<file path="config.mk">
export PLATFORM = sky130hd
export DESIGN_NAME = link_tx_scheduler
export DESIGN_NICKNAME = d
export VERILOG_FILES = /design/src/rtl/link_pkg.sv /design/src/rtl/link_phase_timer.sv /design/src/rtl/link_tx_scheduler.sv
export SDC_FILE = /design/constraint.sdc
export NUM_CORES = 1
export LEC_CHECK = 0
export BUFFER_PORTS_ARGS = -buffer_cell sky130_fd_sc_hd__buf_2
export CAP_MARGIN = 20
export CORE_MARGIN = 4
export CORE_UTILIZATION = 56
export DETAILED_ROUTE_END_ITERATION = 16
export MAX_ROUTING_LAYER = met4
export PLACE_DENSITY = 0.78
export SLEW_MARGIN = 20
export SYNTH_ARGS = -nofsm -noshare
export SYNTH_HDL_FRONTEND = slang
export SYNTH_SLANG_ARGS = --single-unit
</file>
<file path="constraint.sdc">
create_clock -name clk -period 2.4 [get_ports clk]
set_input_delay 0.72 -clock clk [delete_from_list [all_inputs] [get_ports clk]]
set_output_delay 0.72 -clock clk [all_outputs]
set_load 0.02 [all_outputs]
</file>
<file path="src/rtl/link_pkg.sv">
`default_nettype none
// ============================================================================
// Module      : link_pkg
// Description : Shared widths and state encoding for the inter-board link.
// Revision    : 1.0
// ============================================================================
package link_pkg;

    localparam int MESSAGE_SIZE = 12;
    localparam int LINK_W       = 6;

    typedef enum logic [2:0] {
        IDLE  = 3'd0,
        LEAD  = 3'd1,
        SETUP = 3'd2,
        PULSE = 3'd3,
        HOLD  = 3'd4,
        GAP   = 3'd5
    } link_tx_state_t;

    function automatic int link_max(input int a, input int b);
        return (a > b) ? a : b;
    endfunction

endpackage
`default_nettype wire

</file>
<file path="src/rtl/link_phase_timer.sv">
`default_nettype none
// ============================================================================
// Module      : link_phase_timer
// Description : Loadable down-counter; expire is high on the last phase cycle.
// Revision    : 1.0
// ============================================================================
module link_phase_timer #(
    parameter int CNT_W = 5
) (
    input  logic             clk,
    input  logic             rst,
    input  logic             i_load,
    input  logic [CNT_W-1:0] i_load_val,
    output logic             o_expire
);

    logic [CNT_W-1:0] r_cnt;
    logic             r_run;

    // A load on the expiring cycle restarts the count without a dead cycle.
    always_ff @(posedge clk) begin
        if (rst) begin
            r_cnt <= '0;
            r_run <= 1'b0;
        end else if (i_load) begin
            r_cnt <= i_load_val - CNT_W'(1);
            r_run <= 1'b1;
        end else if (r_run) begin
            if (r_cnt == '0) begin
                r_run <= 1'b0;
            end else begin
                r_cnt <= r_cnt - CNT_W'(1);
            end
        end
    end

    assign o_expire = r_run && (r_cnt == '0);

endmodule
`default_nettype wire

</file>
<file path="src/rtl/link_tx_scheduler.sv">
`default_nettype none
// ============================================================================
// Module      : link_tx_scheduler
// Description : Serialises datagrams onto the req/ack chunk link, latest-wins.
// Revision    : 1.0
// ============================================================================
module link_tx_scheduler #(
    parameter int MSG_W  = link_pkg::MESSAGE_SIZE,
    parameter int LINK_W = link_pkg::LINK_W,
    parameter int LEAD   = 4,
    parameter int SETUP  = 4,
    parameter int PULSE  = 8,
    parameter int HOLD   = 4,
    parameter int GAP    = 16
) (
    input  logic              clk,
    input  logic              rst,
    input  logic [MSG_W-1:0]  din,
    input  logic              din_valid,
    output logic [LINK_W-1:0] data_trans,
    output logic              req,
    output logic              ack,
    output logic              busy,
    output logic              frame_done,
    output logic [7:0]        drop_cnt
);
    import link_pkg::*;

    localparam int c_NCHUNK = (MSG_W + LINK_W - 1) / LINK_W;
    localparam int c_SHW    = c_NCHUNK * LINK_W;
    localparam int c_CHW    = $clog2(c_NCHUNK) + 1;
    localparam int c_MAXP   = link_max(link_max(link_max(LEAD, SETUP),
                                                link_max(PULSE, HOLD)), GAP);
    localparam int c_CNT_W  = $clog2(c_MAXP) + 1;

    link_tx_state_t    r_state;
    logic [c_SHW-1:0]  r_shift;
    logic [MSG_W-1:0]  r_shadow;
    logic              r_pend;
    logic [7:0]        r_drop;
    logic [c_CHW-1:0]  r_chunk;
    logic [LINK_W-1:0] r_data;
    logic              r_req;
    logic              r_ack;
    logic              r_busy;

    logic               w_expire;
    logic               w_load;
    logic [c_CNT_W-1:0] w_load_val;
    logic               w_last;
    logic               w_gap_end;
    logic               w_start_next;
    logic [c_SHW-1:0]   w_src_pad;
    logic [c_SHW-1:0]   w_shifted;

    assign w_last       = (r_chunk == c_CHW'(c_NCHUNK - 1));
    assign w_gap_end    = (r_state == link_pkg::GAP) && w_expire;
    assign w_start_next = din_valid || r_pend;
    // A fresh din always beats the shadow copy; zero-extension pads the MSB end.
    assign w_src_pad    = c_SHW'(din_valid ? din : r_shadow);
    assign w_shifted    = r_shift << LINK_W;

    always_comb begin
        w_load     = 1'b0;
        w_load_val = c_CNT_W'(LEAD);
        case (r_state)
            link_pkg::IDLE: begin
                w_load     = din_valid;
                w_load_val = c_CNT_W'(LEAD);
            end
            link_pkg::LEAD: begin
                w_load     = w_expire;
                w_load_val = c_CNT_W'(SETUP);
            end
            link_pkg::SETUP: begin
                w_load     = w_expire;
                w_load_val = c_CNT_W'(PULSE);
            end
            link_pkg::PULSE: begin
                w_load     = w_expire;
                w_load_val = c_CNT_W'(HOLD);
            end
            link_pkg::HOLD: begin
                w_load     = w_expire;
                w_load_val = w_last ? c_CNT_W'(GAP) : c_CNT_W'(SETUP);
            end
            link_pkg::GAP: begin
                w_load     = w_expire && w_start_next;
                w_load_val = c_CNT_W'(LEAD);
            end
            default: begin
                w_load     = 1'b0;
                w_load_val = c_CNT_W'(LEAD);
            end
        endcase
    end

    link_phase_timer #(
        .CNT_W (c_CNT_W)
    ) u_timer (
        .clk        (clk),
        .rst        (rst),
        .i_load     (w_load),
        .i_load_val (w_load_val),
        .o_expire   (w_expire)
    );

    always_ff @(posedge clk) begin
        if (rst) begin
            r_state  <= link_pkg::IDLE;
            r_shift  <= '0;
            r_shadow <= '0;
            r_pend   <= 1'b0;
            r_drop   <= '0;
            r_chunk  <= '0;
            r_data   <= '0;
            r_req    <= 1'b0;
            r_ack    <= 1'b0;
            r_busy   <= 1'b0;
        end else begin
            // Overwriting a still-pending datagram, either into the shadow or
            // by a direct load on the last gap cycle, counts as a drop.
            if (din_valid && r_pend && (r_drop != 8'hFF)) begin
                r_drop <= r_drop + 8'd1;
            end
            if (din_valid && (r_state != link_pkg::IDLE) && !w_gap_end) begin
                r_shadow <= din;
                r_pend   <= 1'b1;
            end

            case (r_state)
                link_pkg::IDLE: begin
                    if (din_valid) begin
                        r_shift <= w_src_pad;
                        r_data  <= w_src_pad[c_SHW-1 -: LINK_W];
                        r_chunk <= '0;
                        r_req   <= 1'b1;
                        r_busy  <= 1'b1;
                        r_state <= link_pkg::LEAD;
                    end
                end
                link_pkg::LEAD: begin
                    if (w_expire) r_state <= link_pkg::SETUP;
                end
                link_pkg::SETUP: begin
                    if (w_expire) begin
                        r_ack   <= 1'b1;
                        r_state <= link_pkg::PULSE;
                    end
                end
                link_pkg::PULSE: begin
                    if (w_expire) begin
                        r_ack   <= 1'b0;
                        r_state <= link_pkg::HOLD;
                    end
                end
                link_pkg::HOLD: begin
                    if (w_expire) begin
                        if (w_last) begin
                            r_req   <= 1'b0;
                            r_data  <= '0;
                            r_state <= link_pkg::GAP;
                        end else begin
                            r_shift <= w_shifted;
                            r_data  <= w_shifted[c_SHW-1 -: LINK_W];
                            r_chunk <= r_chunk + c_CHW'(1);
                            r_state <= link_pkg::SETUP;
                        end
                    end
                end
                link_pkg::GAP: begin
                    if (w_expire) begin
                        if (w_start_next) begin
                            r_shift <= w_src_pad;
                            r_data  <= w_src_pad[c_SHW-1 -: LINK_W];
                            r_chunk <= '0;
                            r_req   <= 1'b1;
                            r_pend  <= 1'b0;
                            r_state <= link_pkg::LEAD;
                        end else begin
                            r_busy  <= 1'b0;
                            r_state <= link_pkg::IDLE;
                        end
                    end
                end
                default: begin
                    r_state <= link_pkg::IDLE;
                end
            endcase
        end
    end

    assign data_trans = r_data;
    assign req        = r_req;
    assign ack        = r_ack;
    assign busy       = r_busy;
    assign frame_done = w_gap_end;
    assign drop_cnt   = r_drop;

endmodule
`default_nettype wire
</file>
==> results of run 1 <==
## final cells by class
type,instances,share of cell area [%]
flip-flops and latches,47,34.9
clock inverters,3,0.927
repair buffers,46,10.3
inverters,6,0.834
clock buffers,5,2.55
multi-input cells,183,48.2
well taps,50,2.32
## worst max-delay path, cell delays in order, from the launching register on
cell and delay [ns]:
dfxtp_1 0.35, nor3_4 0.36, nand3_2 0.21, nor2_2 0.17, buf_2 0.19
## how the worst min path moves through the flow
stage,cells after the start,startpoint,end
2_1_floorplan,2,r_chunk[1],r_chunk[1]
3_5_place_dp,2,ack,ack
5_1_grt,2,ack,ack
3_3_place_gp,2,ack,ack
6_report,2,ack,ack
4_1_cts,2,ack,ack
## where the power goes
part / leakage (nW) / total (mW) / internal (mW) / switching, mW
Clock: 0.0443 / 0.495 / 0.209 / 0.287
Combinational: 0.712 / 0.894 / 0.417 / 0.477
Sequential: 0.384 / 1.01 / 0.887 / 0.123
## logic make-up (layout without fill, tap and decap cells)
group / Yosys count / count (layout) / synth area share (%)
AO/OA/AOI/OAI: 55 / 55 / 17.8
XOR/XNOR: 8 / 8 / 3.04
adder cells (fa/ha/maj): 3 / 3 / 1.63
buffers and inverters: 19 / 60 / 4.01
flip-flops: 47 / 47 / 40.8
multiplexers: 27 / 27 / 12.4
AND/OR/NAND/NOR: 90 / 90 / 20.4
## repair_timing
item	CTS	global route
endpoints found under the setup margin	1	2
buffers inserted	0	1
gates resized for setup	2	5
pin swaps	0	2
## per-stage QoR
| step | utilization, % | power, mW | hold slack (ns) |
|---|---|---|---|
| CTS | 66.8 | 2.36 | 0.484 |
| finish | 67.5 | 2.40 | 0.482 |
| global placement | 64.3 | 1.83 | 0.458 |
| floorplan | - | 1.65 | 0.457 |
| detailed placement | 64.3 | 1.85 | 0.469 |
| global route | 67.5 | 2.54 | 0.515 |
## per-layer routing
metal	vias to the layer above	GRT usage [%]	share of wire (%)
met2	57	32.6	47
met4	0	8.14	1.8
met1	951	27.8	46
met5	-	-	0
met3	12	4.02	5.7
li1	998	-	-
## state kept, by name (all words and copies together) (netlist names)
register       cells
r_shift            6
u_timer.r_cnt      5
data_trans         6
ack                1
u_timer.r_run      1
r_shadow          12
r_pend             1
r_chunk            2
req                1
busy               1
r_state            3
drop_cnt           8
## cell usage in the layout, fill, tap and decap left out, types with 2 or more instances in the layout
cell	n
or3_1	3
mux2i_1	15
nand4_1	5
mux2_2	12
clkbuf_8	5
nand3b_1	2
a31oi_1	3
xor2_1	5
a22oi_1	7
o31ai_1	2
o21ai_0	5
nand2_1	12
nor2_1	42
ha_1	2
xnor2_1	3
inv_1	6
o21a_1	2
a211oi_1	4
nand2b_1	3
a21oi_1	11
nand3_1	3
nor3_1	4
a222oi_1	6
clkinv_4	2
o21ai_1	2
buf_2	32
buf_4	13
dfxtp_1	46
==> impl_metrics.json, run 1 <==
{
  "cts_tree": "yes",
  "syn_to_final_growth_pct": 16.9,
  "core_um2": 4000,
  "num_vias": 2018,
  "die_h_um": 72.2,
  "synth_top_flop_cell": "dfxtp_1",
  "insertion_delay_ns": 0.30,
  "synth_top_area_share_pct": 40.8,
  "numClockSinks": 47,
  "grt_use_total_pct": 21.3,
  "seqCellArea_um2": 942,
  "fill_cells": 339,
  "clock_path_buffers": 2,
  "setup_ws_ns": 0.102,
  "grt_pass1_wl_um": 8550,
  "p_per_area_nw_per_um2": 889,
  "wl_per_cell_um": 14.9,
  "num_antenna_cells": 0,
  "period_needed_ns": 2.30,
  "r2r_start": "u_timer.r_cnt[2]",
  "synth_area_leaders": "dfxtp_1 41%, nor2_1 7.0%, mux2i_1 6.5%",
  "max_cap_viol_count": 0,
  "start_kind": "flip-flop",
  "grt_max_degree": 48,
  "viasPerCell": 5.94,
  "hold_class": "reg -> reg",
  "finalSetupViolCount": 0,
  "crit_path_start": "u_timer.r_cnt[2]",
  "io-pin-count": 33,
  "dp_cells": 331,
  "synth_commonest_cells": "47 x dfxtp_1, 43 x nor2_1, 15 x mux2i_1",
  "drtIter0Drc": 292,
  "ant_nets": 0,
  "synth_cell_types": 53,
  "avgSynthCellArea_um2": 9.27,
  "cts-htree-levels": 2,
  "die_x_um": 72.2,
  "io_buffer_count": 32,
  "relSlewSlack_pct": 40.9,
  "reg2reg_to": "u_timer.r_cnt[4]",
  "netlist_instances": 249,
  "p_leak_nw": 1.14,
  "cp.required_ns": 1.68,
  "first_global_vias": 1849,
  "hold_viol": 0,
  "die_area_um2": 5210,
  "ys_warn_count": 0,
  "postCtsHoldBufs": 0,
  "ir_worst_vdd_mv": 0.512,
  "stdcell_count": 340,
  "multi_input_area_um2": 1300,
  "critPathCaptureType": "output pin",
  "setup_tns_ns": 0,
  "worstSetupPathType": "reg -> out",
  "ff2ff_path_depth": 10,
  "drcViolationCount": 0,
  "syn_nets": 267,
  "place_congestion": 0.853,
  "status": "finished, final reports clean",
  "drt_first_pass_iters": 6,
  "root_buffer": "clkbuf_8",
  "ys_ff_latch": 47,
  "nNetsFinal": 307,
  "initial_core_util_pct": 57.7,
  "fin_area_um2": 2700,
  "drive_above_1_share_pct": 28.3,
  "crit_arrival_ns": 1.58,
  "ys_seq_area_share_pct": 40.8,
  "post-place-ws_ns": -0.0369,
  "overflow": 0,
  "synth_edf_count": 0,
  "syn_area_um2": 2310,
  "fmax_mhz": 435,
  "reg2reg_slack_ns": 0.17,
  "hpwl_um": 3550,
  "worst_pin_slew_ns": 0.886,
  "num_rows": 23,
  "path_clk_slew_ns": 0.10,
  "numCtsBuffers": 5,
  "endpoint": "frame_done",
  "yosys.area.top_type": "dfxtp_1",
  "worstPathMaxFanout": 8,
  "async_reset_ff_share_pct": 0,
  "slew_viol_final": 0,
  "drt-total-wl_um": 5080,
  "dpl_cell_area_um2": 2570,
  "grt_antenna_before_repair": 0,
  "min_period_over_period_pct": 95.8,
  "fin_worst_skew_ns": 0.00702,
  "yosysMostFrequentCell": "dfxtp_1"
}
No activity file was read; power rests on OpenSTA's default activity.
==> run 2, diff against run 1 <==
--- a/config.mk
+++ b/config.mk
@@ -5,10 +5,11 @@
 export SDC_FILE = /design/constraint.sdc
 export NUM_CORES = 1
 export LEC_CHECK = 0
-export BUFFER_PORTS_ARGS = -buffer_cell sky130_fd_sc_hd__buf_2
+export BUFFER_PORTS_ARGS = -buffer_cell sky130_fd_sc_hd__buf_4
 export CAP_MARGIN = 20
 export CORE_MARGIN = 4
 export CORE_UTILIZATION = 56
+export CTS_CLUSTER_DIAMETER = 120
 export DETAILED_ROUTE_END_ITERATION = 16
 export MAX_ROUTING_LAYER = met4
 export PLACE_DENSITY = 0.78
==> constraint.sdc (replaced) <==
create_clock -name clk -period 2.4 [get_ports clk]
set_input_delay 0 -clock clk [delete_from_list [all_inputs] [get_ports clk]]
set_output_delay 0 -clock clk [all_outputs]
set_load 0.02 [all_outputs]
==> run 2 against run 1 <==
Compared with the run above: via count grew 1.5%; wire length grew 4.7%; count of clock-buffer cells in the layout grew 1; clock power grew 2%; design area increased by 6.6%; core utilization increased by 4.4 points; first-iteration DRC count is 35% lower; critical path type is now reg -> reg.
==> impl_metrics.json, run 2 (same netlist as run 1, synthesis figures left out) <==
{
  "clock_path_buffers": 2,
  "combPwrFrac_pct": 38.2,
  "num_vias": 2048,
  "hold_class": "in -> reg",
  "grt_use_total_pct": 21.3,
  "numClockSinks": 47,
  "critPathCaptureType": "flip-flop",
  "drive_above_1_share_pct": 26.2,
  "place_congestion": 0.856,
  "insertion_delay_ns": 0.30,
  "largest_register_ffs": 12,
  "worstPathMaxFanout": 5,
  "use_met2_pct": 34.4,
  "setup_tns_ns": 0,
  "drtIter0Drc": 189,
  "wl_per_cell_um": 15.2,
  "num_rows": 23,
  "clkPwrFrac_pct": 20.5,
  "relSlewSlack_pct": 49.1,
  "layout_common_cells": "45 x dfxtp_1, 44 x buf_4, 43 x nor2_1",
  "period_needed_ns": 2.31,
  "core_um2": 4000,
  "fmax_mhz": 433,
  "multi_input_area_um2": 1300,
  "grt_antenna_before_repair": 0,
  "min_period_over_period_pct": 96.2,
  "first_global_vias": 1865,
  "drt-total-wl_um": 5320,
  "numCtsBuffers": 5,
  "die_h_um": 72.2,
  "max_cap_viol_count": 0,
  "start_kind": "flip-flop",
  "hold_viol": 0,
  "io_buffer_count": 32,
  "finalSetupViolCount": 0,
  "path_clk_slew_ns": 0.09,
  "nNetsFinal": 318,
  "layout_commonest_cell": "dfxtp_1",
  "initial_core_util_pct": 57.7,
  "cts_tree": "yes",
  "worst_pin_slew_ns": 0.756,
  "seqCellArea_um2": 943,
  "hold_ws_ns": 0.142,
  "status": "finished, final reports clean",
  "cp.required_ns": 2.57,
  "grt_max_degree": 48,
  "switchingPower_uw": 876,
  "ant_nets": 0,
  "fin_worst_skew_ns": 0.00787,
  "num_antenna_cells": 0,
  "root_buffer": "clkbuf_8",
  "p_leak_nw": 1.19,
  "die_x_um": 72.2,
  "viasPerCell": 5.83,
  "worstSetupPathType": "reg -> reg",
  "largest-register": "r_shadow",
  "syn_to_final_growth_pct": 24.6,
  "hpwl_um": 3450,
  "crit_arrival_ns": 2.48,
  "overflow": 0,
  "drcViolationCount": 0,
  "gr-usage-met3_pct": 3.19,
  "slew_viol_final": 0,
  "p_per_area_nw_per_um2": 855,
  "ir_worst_vdd_mv": 0.525,
  "cts-htree-levels": 2,
  "p_sw_share_pct": 35.6,
  "busiest_layer": "met2",
  "io-pin-count": 33,
  "drt_first_pass_iters": 4,
  "post-place-ws_ns": 0.0689,
  "p_int_mw": 1.58,
  "grtUsageMet1_pct": 28.2,
  "fill_cells": 290,
  "setup_ws_ns": 0.0923,
  "die_area_um2": 5210,
  "grt_pass1_wl_um": 8720,
  "p_seq_share_pct": 41.4
}
==> run 2: changes by cell type in the layout (fill, tap and decap cells not counted), sizes merged <==
| cell | delta |
|---|---|
| buf | -2 |
| clkbuf | +1 |
| clkinv | -1 |
| dlygate4sd3 | +12 |
| nor3 | +1 |
==> run 2: path summary, 6_finish.rpt <==
kind	slack [ns]	startpoint	to	depth (start not counted)
worst max register to register	0.09	u_timer.r_cnt[0]	u_timer.r_cnt[4]	10
worst min-delay path	0.14	rst	r_shift[2]	2
worst max-delay path	0.09	u_timer.r_cnt[0]	u_timer.r_cnt[4]	10
worst min register to register	0.49	ack	ack	2
==> run 2: timing repair <==
item                                    CTS  global route
hold buffers                             12             0
endpoints found under the setup margin    0             1
buffers inserted                          0             4
hold endpoints to repair                 12             0
gates resized for setup                   0             5
==> run 2: cell type report <==
cell class | instances | share of cell area (%)
inverter | 6 | 0.783
clock buffer | 6 | 2.87
timing repair buffer | 56 | 15.7
multi-input combinational | 184 | 45.2
sequential | 47 | 32.8
tap | 50 | 2.17
clock inverter | 2 | 0.565
==> run 2: power by group through the flow <==
stage	combinational [mW]	sequential (mW)	clock, mW
floorplan	0.626	1.02	0
global placement	0.823	1.01	0
global route	1.03	1.03	0.540
CTS	0.855	0.994	0.510
detailed placement	0.833	1.01	0
finish	0.939	1.02	0.504
==> run 2: through the flow <==
step / util [%] / power, mW / instance area [µm²] / instances
final: 71.9 / 2.46 / 2880 / 351
after global routing: 71.9 / 2.60 / 2880 / 351
after CTS: 70.5 / 2.36 / 2820 / 346
after detailed placement: 65.0 / 1.85 / 2600 / 326
after global placement: 65.0 / 1.83 / 2600 / 326
after floorplan: - / 1.65 / 2310 / 249
==> run 2: per-layer routing <==
metal  part of all wire [%]  vias to the layer above
met2                     50                       60
met4                   0.96                        0
li1                       -                     1024
met5                      0                        -
met3                    4.5                        7
met1                     45                      957
==> run 2: worst max-delay path: stages, from the launching register on <==
cell and delay (ns):
dfxtp_1 0.42, nor3b_4 0.30, o311ai_1 0.15, a221o_1 0.37, nand2_1 0.12, ha_2 0.23, nor3b_2 0.17, nand3_1 0.10
o21a_1 0.13, a21oi_1 0.13, a211oi_1 0.05
